**config.mk**
```make
export PLATFORM = sky130hd
export DESIGN_NAME = debounce_sched
export DESIGN_NICKNAME = d
export VERILOG_FILES = /design/src/rtl/debounce_sched.sv
export SDC_FILE = /design/constraint.sdc
export NUM_CORES = 1
export LEC_CHECK = 0
export CORE_AREA = 2 2 117 119
export DETAILED_ROUTE_END_ITERATION = 8
export DIE_AREA = 0 0 119 121
export GPL_TIMING_DRIVEN = 0
export PLACE_DENSITY_LB_ADDON = 0.15
export SYNTH_ARGS = -nofsm -noshare
export SYNTH_HDL_FRONTEND = slang
export SYNTH_SLANG_ARGS = --single-unit
```
**constraint.sdc**
```tcl
create_clock -name clk -period 5.1 [get_ports clk]
set_clock_uncertainty 0.05 [all_clocks]
set_input_delay 1.02 -clock clk [delete_from_list [all_inputs] [get_ports clk]]
set_output_delay 1.02 -clock clk [all_outputs]
set_load 0.02 [all_outputs]
```
**src/rtl/debounce_sched.sv**
```systemverilog
// Time-multiplexed button debouncer: one shared engine services a single button
// per prescaler tick, producing stable levels plus press/release/long-press pulses.
module debounce_sched #(
    parameter int N_BTN         = 2,
    parameter int TICK_DIV      = 27000,
    parameter int DEBOUNCE_TIME = 3,
    parameter int LONG_TIME     = 100
) (
    input  logic             clk,
    input  logic             rst_n,
    input  logic [N_BTN-1:0] btn,
    output logic [N_BTN-1:0] level,
    output logic [N_BTN-1:0] press,
    output logic [N_BTN-1:0] release_evt,
    output logic [N_BTN-1:0] long_press,
    output logic [2:0]       busy_idx
);

    localparam int PW = (N_BTN > 1) ? $clog2(N_BTN) : 1;
    localparam int CW = $clog2(TICK_DIV);
    localparam logic [CW-1:0] PRESC_LAST = CW'(TICK_DIV - 1);
    localparam logic [PW-1:0] PTR_LAST   = PW'(N_BTN - 1);
    localparam logic [8:0]    DEB_T      = 9'(DEBOUNCE_TIME);
    localparam logic [16:0]   LONG_T     = 17'(LONG_TIME);

    logic [N_BTN-1:0] sync_s1;
    logic [N_BTN-1:0] sync_s2;
    logic [CW-1:0]    presc;
    logic             tick;
    logic [PW-1:0]    ptr;
    logic [7:0]       dcnt [N_BTN];
    logic [15:0]      hcnt [N_BTN];

    logic        smp;
    logic        lv_cur;
    logic        lv_nxt;
    logic        tog;
    logic        hit_long;
    logic [7:0]  d_cur;
    logic [7:0]  d_nxt;
    logic [8:0]  d_inc;
    logic [15:0] h_cur;
    logic [15:0] h_nxt;
    logic [16:0] h_inc;

    always_ff @(posedge clk) begin
        if (!rst_n) begin
            sync_s1 <= '0;
            sync_s2 <= '0;
        end else begin
            sync_s1 <= btn;
            sync_s2 <= sync_s1;
        end
    end

    assign tick = (presc == PRESC_LAST);

    always_ff @(posedge clk) begin
        if (!rst_n) begin
            presc    <= '0;
            ptr      <= '0;
            busy_idx <= '0;
        end else begin
            presc <= tick ? '0 : presc + 1'b1;
            if (tick) begin
                ptr      <= (ptr == PTR_LAST) ? '0 : ptr + 1'b1;
                busy_idx <= 3'(ptr);
            end
        end
    end

    // Shared engine: the hold counter sees the post-toggle level, so a
    // 0->1 acceptance counts as the first held service.
    always_comb begin
        smp      = sync_s2[ptr];
        lv_cur   = level[ptr];
        d_cur    = dcnt[ptr];
        h_cur    = hcnt[ptr];
        d_inc    = {1'b0, d_cur} + 9'd1;
        h_inc    = {1'b0, h_cur} + 17'd1;
        lv_nxt   = lv_cur;
        d_nxt    = '0;
        tog      = 1'b0;
        h_nxt    = h_cur;
        hit_long = 1'b0;
        if (smp != lv_cur) begin
            if (d_inc == DEB_T) begin
                lv_nxt = ~lv_cur;
                tog    = 1'b1;
            end else begin
                d_nxt = d_inc[7:0];
            end
        end
        if (lv_nxt) begin
            if ({1'b0, h_cur} < LONG_T) begin
                h_nxt    = h_inc[15:0];
                hit_long = (h_inc == LONG_T);
            end
        end else begin
            h_nxt = '0;
        end
    end

    always_ff @(posedge clk) begin
        if (!rst_n) begin
            level       <= '0;
            press       <= '0;
            release_evt <= '0;
            long_press  <= '0;
            for (int i = 0; i < N_BTN; i++) begin
                dcnt[i] <= '0;
                hcnt[i] <= '0;
            end
        end else begin
            press       <= '0;
            release_evt <= '0;
            long_press  <= '0;
            if (tick) begin
                level[ptr]       <= lv_nxt;
                dcnt[ptr]        <= d_nxt;
                hcnt[ptr]        <= h_nxt;
                press[ptr]       <= tog & lv_nxt;
                release_evt[ptr] <= tog & ~lv_nxt;
                long_press[ptr]  <= hit_long;
            end
        end
    end

endmodule

```
# [Word-level counts from Yosys, hierarchy flattened]
# Memory sizes are Yosys's and may differ from the RTL's. A register that Yosys moved wholly into a read port is not among the register bits.
# Index checks and enable logic that the tools add are counted.
[op_classes] n_lt_le_gt_ge=3 n_mux=32 n_eq_ne=4 addsub=4 bitwise=8 reduce_logical=5
[ops] op="$mux W16" n=3
[ops] op="$mux W1" n=24
[ops] op="$mux W8" n=3
[ops] op="$add A16 B1 Y17 const B" n=1
[ops] op="$eq A17 B7 Y1 const B" n=1
[ops] op="$lt A16 B7 Y1 const B" n=1
[ops] op="$reduce_or A16 Y1" n=1
[ops] op="$add A15 B1 Y15 const B" n=1
[ops] op="$eq A15 B15 Y1 const B" n=1
[ops] op="$add A8 B1 Y9 const B" n=1
[ops] op="$eq A9 B2 Y1 const B" n=1
[ops] op="$reduce_or A8 Y1" n=1
[ops] op="$and A2 B2 Y2" n=3
[ops] op="$not A1 Y1" n=3
[ops] op="$and A1 B1 Y1" n=2
[ops] op="$bwmux W2" n=1
[ops] op="$lt A1 B2 Y1 const B" n=1
[ops] op="$reduce_and A2 Y1" n=1
[ops] op="$reduce_or A2 Y1" n=1
[ops] op="$add A1 B1 Y1 const B" n=1
[ops] op="$demux W1 S1" n=1
[ops] op="$ge A1 B1 Y1 const B" n=1
[ops] op="$logic_and A1 B1 Y1" n=1
[ops] op="$ne A1 B1 Y1" n=1
[totals] wordCells=67 out_inout_bits=11 n_memories=2 regBits=29 mem_bits_rw=48
[mem_list] memory="hcnt" depth=2 width=16 read_ports=1 rd_ports_with_merged_regs=1 wr=2 line="32" rtl="logic [15:0] hcnt [N_BTN];"
[mem_list] memory="dcnt" depth=2 width=8 read_ports=1 rd_ports_with_merged_regs=1 wr=2 line="31" rtl="logic [7:0] dcnt [N_BTN];"

# [Logic depth before layout (Yosys ltp)]
# Gate-level depths: netlist (run 1).
[depth] word_depth=8 mapped_depth=14

# [Worst setup path before layout (run 1)]
# No wires, ideal clock.
[synth_timing] path_kind="register -> register" start="register (tool-made name)" end="memory hcnt[1][10], data pin" arrival_ns=3.628 setup_time_ns=0.262 path_slack_ns=1.160 stages_incl_launch_ff=14 path_cell_list="dfxtp_1 buf_2 buf_1 clkbuf_1 clkbuf_1 mux2_2 ha_1 nand4b_1 and2_1 and3_1 o21ai_1 o21ai_1 buf_2 a21oi_2"
[synth_rtl] item="end, declared" line="32"

==> results.json, run 1 <==
{
  "reg2reg_to": "hcnt[0][3]",
  "wl_mm": 8.339,
  "arrival_ns": 4.46,
  "drc": 0,
  "place_congestion": 0.7646,
  "max_stage_delay_ns": 0.47,
  "layout_setup_ws_ns": 0.6512,
  "fin_crit_sh": 0.8723,
  "vdd_drop_max_mv": 0.2016,
  "cp_max_fo": 19,
  "max_cap_violations": 0,
  "synthTopCellsByCount": "edfxtp_1, nor2_1, a21oi_1, dfxtp_1",
  "antenna_found_initial": 0,
  "post_drt_wl_per_cell_um": 14.86,
  "coreArea_sq_um": 13090,
  "root_buffer": "clkbuf_16",
  "required_ns": 5.11,
  "power.share.clock": 0.498,
  "postPlaceCellArea_sq_um": 4224,
  "synth-edff-count": 48,
  "setup_viol": 0,
  "worst_pin_slew_ns": 1.192,
  "holdPathStages": 1,
  "intPower_w": 0.001195,
  "numCtsBuffers": 9,
  "synthArstFlopShare": 0,
  "synthFlopType": "edfxtp_1",
  "syn_avg_cell_area_sq_um": 10.87,
  "die_width_um": 119,
  "drive_gt1_frac": 0.1273,
  "vias": 2660,
  "postCtsSetupBuffers": 0,
  "p_leak_nw": 1.492,
  "maxSlewViolCount": 0,
  "ys.warnings.count": 0,
  "ys_ff_latch": 78,
  "fillCellCount": 1312,
  "worstSetupPathType": "reg -> reg",
  "die_height_um": 121,
  "crit_top_cell": "clkbuf_1",
  "min-delay-start": "sync_s1[1]",
  "ys_types": 50,
  "synthTopCellsByArea": "edfxtp_1, dfxtp_1, mux2i_1, a21oi_1, nor2_1",
  "holdPathEnd": "sync_s2[1]",
  "power.switching_w": 0.0002994,
  "io_pins": 15,
  "first_pass_iters": 4,
  "die_area_sq_um": 14400,
  "synthMostInstantiatedCell": "edfxtp_1",
  "power_w": 0.001494,
  "grt_pass1_vias": 2669,
  "clk_latency_ns": 0.34,
  "crit_path_top_delay_cell": "clkbuf_1",
  "cts.htree.levels": 3,
  "rrSetupSlack_ns": 0.65,
  "clkSinkCount": 78,
  "rsz0062_at_grt": "false",
  "io_buffers": 12,
  "grt_pass1_wl_mm": 14.11,
  "dp_hpwl_mm": 5.606,
  "outcome": "complete, no violations",
  "fin_nets": 390,
  "postCtsHoldBufs": 0,
  "synth_top_area_frac": 0.3715,
  "dp.cells": 546,
  "gr-total-overflow": 0,
  "grt_max_degree": 25,
  "start_util": 0.2965,
  "hold_viol": 0,
  "final_util": 0.3498,
  "pre_cts_ws_ns": -0.1641,
  "reg2reg_depth": 12,
  "max_freq_mhz": 224.8,
  "finalNonFillerCells": 561,
  "yosysSeqAreaShare": 0.5263,
  "p_seq_frac": 0.469,
  "pwr-share-comb": 0.033,
  "area_growth_pct": 17.96,
  "swShare": 0.2004,
  "yosys.area.top_type": "edfxtp_1",
  "final_area_sq_um": 4577,
  "antenna_cells": 0,
  "ant_nets": 0,
  "finalCriticalPeriod_ns": 4.449,
  "clockBufferDepth": 2,
  "syn_inst": 357,
  "power_density_nw_per_um2": 326.5,
  "path_clk_slew_ns": 0.06,
  "tritoncts": "done",
  "groute.usage.overall": 0.1253,
  "min-delay-path-class": "reg -> reg",
  "syn_area_sq_um": 3880,
  "cp-start-kind": "flip-flop",
  "end_kind": "flip-flop",
  "path_cells": "buf_2 -> clkbuf_1 -> clkbuf_2 -> mux2_2 -> ha_1 -> nand4_1 -> and2_1 -> and3_1 -> o21ai_1 -> o21ai_2 -> clkbuf_1 -> a21oi_1",
  "slew_headroom": 0.2035,
  "rows": 42,
  "via_per_inst": 4.742,
  "drtIter0Drc": 142
}
==> kinds of logic after synthesis <==
family / synth area share
and+or+nand+nor: 0.1774
DFF: 0.5263
AOI/OAI and AO/OA: 0.1029
muxes: 0.07997
xor gates and xnor gates: 0.06095
buffers and inverters: 0.03225
adders and majority gates: 0.01935
other: 0.0009665
==> power groups by stage <==
stage | Clock (W) | Sequential (W) | Combinational (W)
5_1_grt | 0.000786 | 0.000704 | 0.0000565
6_report | 0.000744 | 0.000701 | 0.0000498
4_1_cts | 0.000765 | 0.000701 | 0.0000506
3_5_place_dp | 0 | 0.000714 | 0.0000504
2_1_floorplan | 0 | 0.000710 | 0.0000368
3_3_place_gp | 0 | 0.000714 | 0.0000505
==> area by class of cell <==
cell class,count,area (sq um),share of cell area
Clock buffer,10,239.0,0.05221
Timing Repair Buffer,12,120.1,0.02624
Sequential cell,78,2042,0.4461
Clock inverter,6,108.9,0.02378
Buffer,16,92.59,0.02023
Tap cell,176,220.2,0.04811
Multi-Input combinational cell,255,1724,0.3767
Inverter,8,30.03,0.006561
==> flip-flops by register name, summed over array words and instances, names as in the netlist, named ones only <==
name and flops:
busy_idx 1, level 2, release_evt 2, ptr 1
long_press 2, sync_s2 2, dcnt 16, hcnt 32
sync_s1 2, press 2, presc 15
==> layer usage <==
layer	up-vias	global-route usage	wire length (um)
li1	1339	-	-
met1	1275	0.1665	4066
met2	37	0.1950	3923
met3	9	0.03430	246
met4	0	0.04688	102
met5	-	0	0
==> per-stage QoR <==
step / setup TNS [ns] / hold WS [ns]
after floorplan: 0 / 0.3619
after global placement: -3.496 / 0.3664
after detailed placement: -2.705 / 0.3736
after CTS: 0 / 0.3877
after global routing: 0 / 0.3911
final: 0 / 0.3832
==> cell usage in the layout (no fill, tap or decap), types with 3 or more instances in the layout <==
cell type        count
a21oi_1             30
a21oi_2             10
and2_1              10
and3_1               4
buf_2                4
buf_4                3
bufinv_16            3
clkbuf_1             6
clkbuf_16            9
clkdlybuf4s50_1     12
dfxtp_1             30
edfxtp_1            48
ha_1                 6
inv_1                8
mux2_2               8
mux2i_1             22
nand2_1             22
nand3_1             17
nand3b_1             4
nand4_1              4
nor2_1              36
nor2b_1              5
nor3_1               5
nor4_1              10
xnor2_1             12
xor2_1              15
==> worst max-delay path, delay by kind of cell, from the launching register on <==
family / cells / cell delay [ns]
adder cells (fa/ha/maj): 1 / 0.23
flip-flops: 1 / 0.43
multiplexers: 1 / 0.40
AO/OA/AOI/OAI: 3 / 0.73
buffers and inverters: 4 / 1.80
AND/OR/NAND/NOR: 3 / 0.53
==> repair_timing <==
| action | in CTS | in global routing |
|---|---|---|
| setup endpoints to repair | 20 | 20 |
| resized for setup | 1 | 2 |
| pin swaps | 0 | 0 |
==> worst max path at each step <==
stage | from | end | slack (ns) | cells past startpoint
after global placement | flip-flop | hcnt[0][3] | -0.20 | 13
after global routing | flip-flop | hcnt[0][3] | 0.28 | 12
after CTS | flip-flop | hcnt[1][12] | 0.06 | 13
after floorplan | flip-flop | hcnt[1][10] | 1.16 | 13
final | flip-flop | hcnt[0][3] | 0.65 | 12
after detailed placement | flip-flop | hcnt[1][12] | -0.16 | 13
Power figures use the tool's default switching activity.
==> run 2: changes to the inputs <==
--- a/config.mk
+++ b/config.mk
@@ -9,7 +9,7 @@
 export DETAILED_ROUTE_END_ITERATION = 8
 export DIE_AREA = 0 0 119 121
 export GPL_TIMING_DRIVEN = 0
-export PLACE_DENSITY_LB_ADDON = 0.15
+export PLACE_DENSITY = 0.49
 export SYNTH_ARGS = -nofsm -noshare
 export SYNTH_HDL_FRONTEND = slang
 export SYNTH_SLANG_ARGS = --single-unit
==> results.json, run 2 (synthesis results as in run 1) <==
{
  "p_leak_nw": 1.485,
  "drive_gt1_frac": 0.1192,
  "slew_headroom": 0.2144,
  "cts.htree.levels": 3,
  "setup_viol": 0,
  "antenna_cells": 0,
  "area_growth_pct": 16.93,
  "die_height_um": 121,
  "start_util": 0.2965,
  "root_buffer": "clkbuf_16",
  "hold_viol": 0,
  "pre_cts_ws_ns": -0.1348,
  "die_area_sq_um": 14400,
  "rows": 42,
  "grt_max_degree": 25,
  "fillCellCount": 1311,
  "arrival_ns": 4.93,
  "fin_nets": 391,
  "critical_path.top_delay_family": "buffers and inverters",
  "fin_setup_tns_ns": 0,
  "max_stage_delay_ns": 0.60,
  "path_buf_inv": 5,
  "wl_mm": 8.179,
  "vdd_drop_max_mv": 0.1695,
  "path_clk_slew_ns": 0.06,
  "end_kind": "flip-flop",
  "coreArea_sq_um": 13090,
  "ctsResizeCount": 1,
  "power_density_nw_per_um2": 310.6,
  "layout_setup_ws_ns": 0.1897,
  "finalCriticalPeriod_ns": 4.910,
  "die_width_um": 119,
  "vias": 2716,
  "postCtsHoldBufs": 0,
  "via_per_inst": 4.833,
  "antenna_found_initial": 0,
  "grt_pass1_wl_mm": 13.90,
  "worst_pin_slew_ns": 1.176,
  "final_cell_mix": "edfxtp_1, nor2_1, a21oi_1, dfxtp_1",
  "timing.hold.ws_ns": 0.3798,
  "ant_nets": 0,
  "worstSetupPathType": "reg -> reg",
  "dp_hpwl_mm": 5.568,
  "io_buffers": 12,
  "groute.usage.overall": 0.1223,
  "clk_latency_ns": 0.33,
  "top_regs": "hcnt (32), dcnt (16), presc (15)",
  "grt_pass1_vias": 2810,
  "crit_path_top_delay_cell": "o21ai_1",
  "max_cap_violations": 0,
  "min-delay-path-class": "reg -> reg",
  "clkSinkCount": 78,
  "gr-total-overflow": 0,
  "place_congestion": 0.7957,
  "clockBufferDepth": 2,
  "path_cells": "buf_2 -> buf_1 -> clkbuf_1 -> clkbuf_2 -> mux2_2 -> ha_1 -> nand4b_1 -> and2_1 -> and3_1 -> o21ai_1 -> o21ai_1 -> clkbuf_1 -> a21oi_1",
  "largest_reg_flops": 32,
  "io_pins": 15,
  "largest_register": "hcnt",
  "cp-start-kind": "flip-flop",
  "postCtsSetupBuffers": 0,
  "required_ns": 5.12,
  "tritoncts": "done",
  "cp_max_fo": 10,
  "drc": 0,
  "maxSlewViolCount": 0,
  "first_pass_iters": 4,
  "power_w": 0.001409,
  "numCtsBuffers": 9,
  "fin_crit_sh": 0.9628,
  "outcome": "complete, no violations",
  "drtIter0Drc": 127,
  "post_drt_wl_per_cell_um": 14.55,
  "final_common_cell": "edfxtp_1",
  "rsz0062_at_grt": "true",
  "max_freq_mhz": 203.7
}
==> run 2: through the flow <==
| step | instances | cell area, sq um | utilization |
|---|---|---|---|
| detailed placement | 546 | 4224 | 0.3228 |
| global route | 562 | 4537 | 0.3467 |
| global placement | 546 | 4224 | 0.3228 |
| floorplan | 358 | 3884 | - |
| finish | 562 | 4537 | 0.3467 |
| CTS | 562 | 4537 | 0.3467 |
==> run 2: area by class of cell <==
| class | instances | area (sq um) | share of cell area |
|---|---|---|---|
| clock buffer | 12 | 267.8 | 0.05902 |
| buffer | 17 | 96.34 | 0.02124 |
| tap | 176 | 220.2 | 0.04854 |
| inverter | 8 | 30.03 | 0.006619 |
| multi-input combinational | 255 | 1717 | 0.3784 |
| timing repair buffer | 12 | 120.1 | 0.02648 |
| clock inverter | 4 | 43.79 | 0.009653 |
| sequential | 78 | 2042 | 0.4501 |
==> run 2: worst paths after layout <==
check        startpoint     endpoint  slack (ns)  cells past startpoint
max reg2reg   flip-flop  hcnt[0][12]        0.19                     13
min          sync_s1[1]   sync_s2[1]        0.38                      1
min reg2reg  sync_s1[1]   sync_s2[1]        0.38                      1
max           flip-flop  hcnt[0][12]        0.19                     13
==> run 2: where the power goes <==
part	total (W)	switching (W)	internal, W	leakage, nW
logic	0.0000492	0.0000315	0.0000177	0.608
registers	0.000701	0.0000131	0.000688	0.722
clock network	0.000659	0.000240	0.000419	0.155
==> run 2: metal layers <==
layer  vias to the layer above  track usage  part of all wire
li1                       1346            -                 -
met1                      1335       0.1579              0.48
met2                        30       0.2011              0.49
met3                         5      0.02162             0.024
met4                         0      0.05357            0.0067
met5                         -            0                 0
==> run 3: changes to the inputs <==
--- a/config.mk
+++ b/config.mk
@@ -5,9 +5,11 @@
 export SDC_FILE = /design/constraint.sdc
 export NUM_CORES = 1
 export LEC_CHECK = 0
+export CAP_MARGIN = 0
 export CORE_AREA = 2 2 117 119
 export DETAILED_ROUTE_END_ITERATION = 8
 export DIE_AREA = 0 0 119 121
+export GPL_ROUTABILITY_DRIVEN = 0
 export GPL_TIMING_DRIVEN = 0
 export PLACE_DENSITY = 0.49
 export SYNTH_ARGS = -nofsm -noshare
==> results of run 3 <==
Final layout, timing and power as in run 2 (identical DEF).
